==> config.mk <==
export PLATFORM = sky130hd
export DESIGN_NAME = rect_mag_seq
export DESIGN_NICKNAME = d
export VERILOG_FILES = /design/src/rtl/rect_mag_seq.sv
export SDC_FILE = /design/constraint.sdc
export NUM_CORES = 1
export LEC_CHECK = 0
export BUFFER_PORTS_ARGS = -buffer_cell sky130_fd_sc_hd__buf_2
export CORE_MARGIN = 4
export CORE_UTILIZATION = 50
export CTS_CLUSTER_SIZE = 8
export DETAILED_ROUTE_END_ITERATION = 8
export HOLD_SLACK_MARGIN = 0.12
export PLACE_DENSITY = 0.66
export SYNTH_ARGS = -nofsm -noshare
export SYNTH_HDL_FRONTEND = slang
export SYNTH_SLANG_ARGS = --single-unit
==> constraint.sdc <==
create_clock -name clk -period 10.15 [get_ports clk]
set_input_delay 1.015 -clock clk [delete_from_list [all_inputs] [get_ports clk]]
set_output_delay 1.015 -clock clk [all_outputs]
set_load 0.02 [all_outputs]
==> src/rtl/rect_mag_seq.sv <==
// rect_mag_seq
// Sequential rectangular-to-magnitude unit. Accepts an unsigned (x, y) pair,
// forms x*x + y*y with two 8-cycle shift-add passes into one 17-bit
// accumulator, then takes a 9-iteration restoring square root. Result is
// floor(sqrt(x*x + y*y)) plus a flag telling whether the sum is a perfect
// square. Latency is a fixed 25 enabled edges from accept to out_valid.
//
// Ports
//   clk        in   system clock, rising edge
//   rst_n      in   asynchronous active-low reset
//   ena        in   clock enable; low freezes every register
//   x, y       in   8-bit unsigned coordinates
//   in_valid   in   x/y offered
//   in_ready   out  block can accept (IDLE and enabled)
//   r          out  9-bit integer magnitude
//   exact      out  high when x*x + y*y is a perfect square
//   out_valid  out  r/exact valid, held until out_ready
//   out_ready  in   consumer takes the result
//   busy       out  high whenever not IDLE
module rect_mag_seq (
  input  logic       clk,
  input  logic       rst_n,
  input  logic       ena,
  input  logic [7:0] x,
  input  logic [7:0] y,
  input  logic       in_valid,
  output logic       in_ready,
  output logic [8:0] r,
  output logic       exact,
  output logic       out_valid,
  input  logic       out_ready,
  output logic       busy
);

  typedef enum logic [2:0] {
    IDLE = 3'd0,
    SQX  = 3'd1,
    SQY  = 3'd2,
    ROOT = 3'd3,
    DONE = 3'd4
  } state_t;

  state_t      state_q, state_d;
  logic [7:0]  x_q, x_d;
  logic [7:0]  y_q, y_d;
  logic [16:0] acc_q, acc_d;
  logic [3:0]  cnt_q, cnt_d;
  logic [9:0]  rem_q, rem_d;
  logic [8:0]  root_q, root_d;
  logic [8:0]  r_q, r_d;
  logic        exact_q, exact_d;
  logic        outValid_q, outValid_d;

  // Square-root step datapath, evaluated every cycle and only committed in ROOT.
  logic [17:0] radPad;
  logic [4:0]  pairIdx;
  logic [1:0]  pair;
  logic [11:0] remShift;
  logic [11:0] trial;
  logic [11:0] remNext;
  logic [8:0]  rootNext;

  always_ff @(posedge clk or negedge rst_n) begin
    if (!rst_n) begin
      state_q    <= IDLE;
      x_q        <= '0;
      y_q        <= '0;
      acc_q      <= '0;
      cnt_q      <= '0;
      rem_q      <= '0;
      root_q     <= '0;
      r_q        <= '0;
      exact_q    <= 1'b0;
      outValid_q <= 1'b0;
    end else begin
      state_q    <= state_d;
      x_q        <= x_d;
      y_q        <= y_d;
      acc_q      <= acc_d;
      cnt_q      <= cnt_d;
      rem_q      <= rem_d;
      root_q     <= root_d;
      r_q        <= r_d;
      exact_q    <= exact_d;
      outValid_q <= outValid_d;
    end
  end

  // The radicand is padded to 18 bits so it splits into 9 bit-pairs; the
  // pair for iteration cnt sits at bit 16 - 2*cnt (MSB pair first).
  always_comb begin
    radPad   = {1'b0, acc_q};
    pairIdx  = 5'd16 - {cnt_q, 1'b0};
    pair     = radPad[pairIdx +: 2];
    remShift = {rem_q, pair};
    trial    = {1'b0, root_q, 2'b01};
    if (remShift >= trial) begin
      remNext  = remShift - trial;
      rootNext = {root_q[7:0], 1'b1};
    end else begin
      remNext  = remShift;
      rootNext = {root_q[7:0], 1'b0};
    end
  end

  always_comb begin
    state_d    = state_q;
    x_d        = x_q;
    y_d        = y_q;
    acc_d      = acc_q;
    cnt_d      = cnt_q;
    rem_d      = rem_q;
    root_d     = root_q;
    r_d        = r_q;
    exact_d    = exact_q;
    outValid_d = outValid_q;

    if (ena) begin
      unique case (state_q)
        IDLE: begin
          if (in_valid) begin
            x_d     = x;
            y_d     = y;
            acc_d   = '0;
            cnt_d   = '0;
            state_d = SQX;
          end
        end
        SQX: begin
          if (x_q[cnt_q[2:0]]) acc_d = acc_q + ({9'd0, x_q} << cnt_q[2:0]);
          cnt_d = cnt_q + 4'd1;
          if (cnt_q == 4'd7) begin
            cnt_d   = '0;
            state_d = SQY;
          end
        end
        SQY: begin
          if (y_q[cnt_q[2:0]]) acc_d = acc_q + ({9'd0, y_q} << cnt_q[2:0]);
          cnt_d = cnt_q + 4'd1;
          if (cnt_q == 4'd7) begin
            cnt_d   = '0;
            rem_d   = '0;
            root_d  = '0;
            state_d = ROOT;
          end
        end
        ROOT: begin
          rem_d  = remNext[9:0];
          root_d = rootNext;
          cnt_d  = cnt_q + 4'd1;
          if (cnt_q == 4'd8) begin
            cnt_d      = '0;
            r_d        = rootNext;
            exact_d    = (remNext == 12'd0);
            outValid_d = 1'b1;
            state_d    = DONE;
          end
        end
        DONE: begin
          if (out_ready) begin
            outValid_d = 1'b0;
            state_d    = IDLE;
          end
        end
        default: state_d = IDLE;
      endcase
    end
  end

  assign in_ready  = (state_q == IDLE) & ena;
  assign busy      = (state_q != IDLE);
  assign r         = r_q;
  assign exact     = exact_q;
  assign out_valid = outValid_q;

endmodule

==> results of run 1 <==
-- per-layer routing --
layer / GRT usage (%) / up-vias / share of wire [%]
met5: 0 / - / 0
met4: 9.13 / 0 / 2.3
met3: 2.83 / 22 / 2.6
met2: 34.7 / 65 / 51
met1: 24.7 / 1889 / 44
li1: - / 1959 / -
-- state kept, by name, summed over array words and instances, names as in the netlist --
| name | count |
|---|---|
| acc_q | 17 |
| cnt_q | 4 |
| exact | 1 |
| out_valid | 1 |
| r | 9 |
| rem_q | 10 |
| root_q | 9 |
| state_q | 3 |
| x_q | 8 |
| y_q | 8 |
-- cells by family after synthesis --
group / after synthesis
compound gates: 129
xor+xnor: 16
fa+ha+maj: 29
buf+inv: 50
flops: 70
mux: 64
simple gates: 165
-- placed cells by master (no fill, tap or decap), types with 11 or more instances in the layout --
cell type and count:
ha_1 28, buf_2 33, a21oi_1 23, o21ai_0 39, nor3_1 11, inv_1 26, nor2b_1 12, dfrtp_1 70
mux2i_1 31, nor2_1 31, nand2_1 63, mux2_2 25
-- worst max-delay path, stage by stage, from the launching register on --
cell and delay, ns:
dfrtp_1 0.85, inv_2 0.25, ha_1 0.45, mux4_1 0.24, nand3_1 0.08, a31oi_1 0.46, inv_1 0.15, ha_1 0.23
nor2b_1 0.10, o21ai_0 0.13, a21oi_1 0.25, o41a_1 0.23, nor2_1 0.06, buf_4 0.22, nor4_1 0.34, o2111ai_1 0.16
or4_1 0.44, o31ai_2 0.17
-- power by group through the flow --
stage | clock network [mW] | registers, mW | logic (mW)
5_1_grt | 0.261 | 0.510 | 1.12
4_1_cts | 0.250 | 0.494 | 0.999
3_5_place_dp | 0 | 0.500 | 0.997
6_report | 0.244 | 0.495 | 0.999
2_1_floorplan | 0 | 0.434 | 0.841
3_3_place_gp | 0 | 0.496 | 0.982
-- stage by stage --
stage               utilization, %  hold slack [ns]  total power [mW]  setup slack [ns]
floorplan                        -            0.450              1.28              5.72
global placement              55.0            0.484              1.48              5.52
detailed placement            55.0            0.488              1.50              5.29
CTS                           57.2            0.510              1.74              5.25
global route                  57.2            0.524              1.90              4.75
finish                        57.2            0.503              1.74              5.25
-- final cells by class --
type	instances	area (um^2)	share of cell area (%)
inverter	28	105	1.96
multi-input combinational	403	2940	55.0
clock buffer	10	138	2.57
sequential	70	1750	32.7
timing repair buffer	36	188	3.50
tap	129	161	3.01
clock inverter	6	68.8	1.28
-- final timing paths --
kind | start | endpoint | slack (ns) | cells after the start
setup / recovery | cnt_q[0] | exact | 5.25 | 17
setup reg to reg | cnt_q[0] | exact | 5.25 | 17
hold reg to reg | exact | exact | 0.50 | 2
max in group asynchronous | rst_n | acc_q[10] | 8.70 | 2
min in group asynchronous | rst_n | rem_q[7] | 0.84 | 2
hold / removal | exact | exact | 0.50 | 2
==> flow_summary_export.csv, run 1 <==
group,metric,value,unit
grt,antenna_found_initial,0,
drt,post-route-drc-count,0,
timing,finalHoldViolCount,0,
clocking,clk_latency,0.35,ns
power_and_ir_drop,p_int,0.930,mW
grt,overflow,0,
worst_setup_path,worstSetupPathType,"flip-flop to flip-flop",
final_layout,areaGrowthSynthToFinish,9.52,%
grt,grt_max_degree,71,
clocking,clk_path_buf_depth,2,
synth,synth-seq-cells,70,
floorplan,start_util,52.2,%
synth,yosysWarnings,0,
drt,wl_per_cell,16.0,um
power_and_ir_drop,power_density,324,nW/um^2
synth,synthTopCellsByCount,"dfrtp_1 (70), nand2_1 (63), o21ai_0 (39), mux2i_1 (31), nor2_1 (31)",
clocking,tritoncts,"done",
flow_run,drv_cap,0,
clocking,root_buffer,"clkbuf_8",
clocking,postCtsSetupRepairBufs,0,
grt,grt_pass1_vias,3904,
timing,finalCritPeriodShare,48.3,%
power_and_ir_drop,leakage,2.51,nW
synth,synth_compound_area_share,17.3,%
clocking,holdBufCountCts,0,
clocking,clock-sinks,70,
clocking,cts_resized,0,
drt,routed_wl,10900,um
synth,synth_area_leaders,"dfrtp_1 (36%), ha_1 (7.2%), mux2i_1 (6.3%)",
timing,max_slew_margin,36.3,%
final_layout,fin_cells,682,
placement,place_inst,666,
final_layout,final_area,5360,um^2
synth,yosys.area_share.simple,16.2,%
worst_setup_path,crit_required,10.42,ns
power_and_ir_drop,ir_drop,0.155,mV
floorplan,die_y,107,um
placement,port_buffers,33,
power_and_ir_drop,combPwrFrac,57.5,%
synth,synth_xor_area_share,2.87,%
synth,async_flop_share,100,%
synth,synthFlopType,"dfrtp_1",
drt,ant_nets,0,
clocking,clkTransAtPathRegs,0.08,ns
worst_setup_path,end_kind,"flip-flop",
synth,synthesis.nets,573,
timing,fin_setup_tns,0,ns
power_and_ir_drop,swShare,46.5,%
drt,drt_pass1_iterations,4,
clocking,htreeDepth,3,
final_layout,n_antenna_cell,0,
worst_setup_path,cp.arrival,5.17,ns
grt,grt_pass1_wl,18500,um
synth,ys_seq_area_share,35.8,%
synth,syn-instance-count,523,
placement,gp_congestion,0.849,
final_layout,fin_nets,598,
timing,timing.fmax,204,MHz
floorplan,num_rows,35,
final_layout,fillers,865,
synth,ys_types,59,
synth,muxShareOfSynthArea,16.2,%
hold_path,hold_class,"flip-flop to flip-flop",
synth,synth_edf_count,0,
timing,tightest_slew,0.955,ns
floorplan,floorplan.die_area,11400,um^2
drt,vias,3935,
final_layout,drive_gt1_share,15.9,%
clocking,cts_buffers,9,
drt,drtIter0Drc,223,
timing,rsz0062_at_grt,"no",
synth,syn_avg_cell_area,9.35,um^2
synth,syn_area,4890,um^2
power_and_ir_drop,pwr-share-clk,14.0,%
placement,dp_hpwl,8130,um
timing,setup_viol,0,
power_and_ir_drop,switchingPower,0.808,mW
synth,synth_top_family_by_area,"compound AO/OA/AOI/OAI gates",
synth,synthAdderAreaFrac,7.57,%
floorplan,core_area,9370,um^2
timing,drv_slew,0,
synth,synthDominantCellAreaShare,35.8,%
placement,place_area,5150,um^2
worst_setup_path,critPathMaxFanout,21,
floorplan,io_pins,34,
grt,grt_usage,20.0,%
floorplan,dieWidth,107,um
synth,synth_top_area_cell,"dfrtp_1",
timing,clock_skew,0.00657,ns
drt,viasPerCell,5.77,
outcome,status,"complete, no violations",
timing,fin_crit,4.90,ns
worst_setup_path,cp-start-kind,"flip-flop",
power_and_ir_drop,seqPwrFrac,28.5,%
synth,synth.most_common_cell,"dfrtp_1",
No activity file was read; power rests on OpenSTA's default activity.
==> run 2, diff against run 1 <==
ABC_AREA = 1   (was unset)
clock period = 4.52 ns   (was 10.15 ns; I/O delays follow)
==> run 2 against run 1 <==
Against the previous run:
- sequential cell count unchanged
- maximum frequency increased by 27%
- sequential power increased by 110%
- via count increased by 21%
- register-to-register slack got worse by 4.6 ns
- routed wire length increased by 18%
- sequential share of layout area decreased by 1.1 points
- largest power group unchanged
- highest routed layer unchanged
==> flow_summary_export.csv, run 2 <==
group,metric,value,unit
clocking,cts_resized,0,
placement,port_buffers,33,
worst_setup_path,end_kind,"flip-flop",
power_and_ir_drop,ir_drop,0.353,mV
synth,synthTopCellsByCount,"nand2_1 (167), inv_1 (92), dfrtp_1 (70), o21ai_0 (68), nor2_1 (55)",
timing,max_slew_margin,38.3,%
power_and_ir_drop,power_density,834,nW/um^2
clocking,cts_buffers,9,
final_layout,drive_gt1_share,14.6,%
synth,ys_types,49,
worst_setup_path,cp.arrival,4.09,ns
synth,synth_area_leaders,"dfrtp_1 (34%), nand2_1 (12%), ha_1 (6.8%)",
grt,grt_pass1_wl,22300,um
worst_setup_path,crit_required,4.75,ns
synth,synthesis.nets,759,
final_layout,reg_top3,"acc_q (17), rem_q (10)",
drt,drtIter0Drc,267,
timing,finalCritPeriodShare,85.3,%
clocking,clk_latency,0.35,ns
drt,viasPerCell,5.46,
drt,wl_per_cell,14.7,um
clocking,root_buffer,"clkbuf_8",
hold_path,hold_class,"input port to async pin",
synth,synth_edf_count,0,
timing,fin_setup_tns,0,ns
synth,synth_top_area_cell,"dfrtp_1",
final_layout,fin_nets,785,
timing,clock_skew,0.0104,ns
clocking,clkTransAtPathRegs,0.09,ns
synth,ys_seq_area_share,34.1,%
clocking,tritoncts,"done",
floorplan,num_rows,36,
worst_setup_path,cp-start-kind,"flip-flop",
timing,finalHoldViolCount,0,
drt,routed_wl,12900,um
placement,place_inst,857,
final_layout,largest-register,"acc_q",
final_layout,n_antenna_cell,0,
clocking,postCtsSetupRepairBufs,0,
synth,async_flop_share,100,%
worst_setup_path,worstSetupPathType,"flip-flop to flip-flop",
drt,post-route-drc-count,0,
placement,gp_congestion,0.965,
synth,synthFlopType,"dfrtp_1",
synth,synthDominantCellAreaShare,34.1,%
placement,dp_hpwl,9600,um
floorplan,floorplan.die_area,12000,um^2
final_layout,finish.utilization,56.0,%
drt,vias,4764,
synth,yosysWarnings,0,
drt,ant_nets,0,
timing,fin_crit,3.86,ns
grt,antenna_found_initial,0,
final_layout,final_common_cell,"nand2_1",
synth,synth.most_common_cell,"nand2_1",
final_layout,areaGrowthSynthToFinish,7.94,%
final_layout,final_area,5550,um^2
grt,grt_usage,23.4,%
synth,syn_avg_cell_area,7.25,um^2
drt,drt_pass1_iterations,5,
synth,syn-instance-count,709,
timing,timing.fmax,259,MHz
placement,place_area,5350,um^2
clocking,clk_path_buf_depth,2,
clocking,holdBufCountCts,0,
grt,grt_max_degree,71,
worst_setup_path,critPathMaxFanout,16,
clocking,clock-sinks,70,
timing,whs,0.265,ns
final_layout,fin_cells,873,
grt,grt_pass1_vias,4737,
floorplan,dieWidth,109,um
outcome,status,"complete, no violations",
synth,syn_area,5140,um^2
final_layout,final_cell_mix,"nand2_1 (167), inv_1 (92), dfrtp_1 (70)",
floorplan,start_util,51.9,%
final_layout,largest_reg_flops,17,
floorplan,io_pins,34,
timing,tightest_slew,0.926,ns
clocking,htreeDepth,3,
synth,synth-seq-cells,70,
timing,setup_viol,0,
flow_run,drv_cap,0,
floorplan,die_y,109,um
grt,overflow,0,
floorplan,core_area,9910,um^2
timing,rsz0062_at_grt,"no",
timing,drv_slew,0,
power_and_ir_drop,leakage,2.84,nW
==> run 2: power breakdown <==
group	internal [mW]	switching, mW
clock network	0.257	0.288
registers	0.849	0.178
logic	1.04	2.02
total	2.15	2.48
==> run 2: critical path, stage by stage, from the launching register on <==
cell and delay, ns:
dfrtp_1 0.43, nor2_1 0.18, inv_2 0.07, nor2_4 0.12, inv_1 0.21, o21ai_0 0.35
nand2_1 0.12, nor3_1 0.17, ha_1 0.21, inv_1 0.06, fa_1 0.40, o21ai_0 0.45
a21oi_1 0.21, o21ai_0 0.31, nand2_1 0.11, nand2_1 0.07, nand3_1 0.07, o21ai_1 0.13
a21oi_1 0.06
==> run 2: final cells by class <==
cell class                 count  area, um^2
inverter                     105         402
timing repair buffer          35         180
tap                          133         166
clock inverter                 7        73.8
multi-input combinational    514        2850
sequential                    70        1750
clock buffer                   9         124
fill                         987        4360
==> run 2: logic make-up (layout without fill, tap and decap cells) <==
group,count (synthesis),in the layout,synth area share [%]
buffers and inverters,125,156,10.5
muxes,13,13,2.73
and+or+nand+nor,315,315,27.7
xor gates and xnor gates,10,10,1.70
DFF,70,70,34.1
AOI/OAI and AO/OA,147,147,16.1
adders and majority gates,29,29,7.21
==> run 2: metrics by stage <==
step | power, mW | setup WS [ns]
finish | 4.63 | 0.662
global route | 5.11 | 0.173
CTS | 4.62 | 0.717
detailed placement | 4.05 | 0.810
global placement | 3.99 | 0.888
floorplan | 3.44 | 1.35
==> run 2: routing by layer <==
metal	vias to the layer above	wire, um	global-route usage (%)
met5	-	0	0
met4	0	605	12.8
met3	38	450	3.93
met2	115	6300	39.6
met1	2231	5520	28.3
li1	2380	-	-
==> run 2: path summary, 6_finish.rpt <==
kind	endpoint	depth (start not counted)	start	slack, ns
min in group clk	out_valid	2	out_ready	0.28
hold reg to reg	r[6]	2	r[6]	0.49
max in group asynchronous	exact	2	rst_n	3.61
setup / recovery	acc_q[16]	18	state_q[2]	0.66
hold / removal	acc_q[4]	2	rst_n	0.26
setup reg to reg	acc_q[16]	18	state_q[2]	0.66
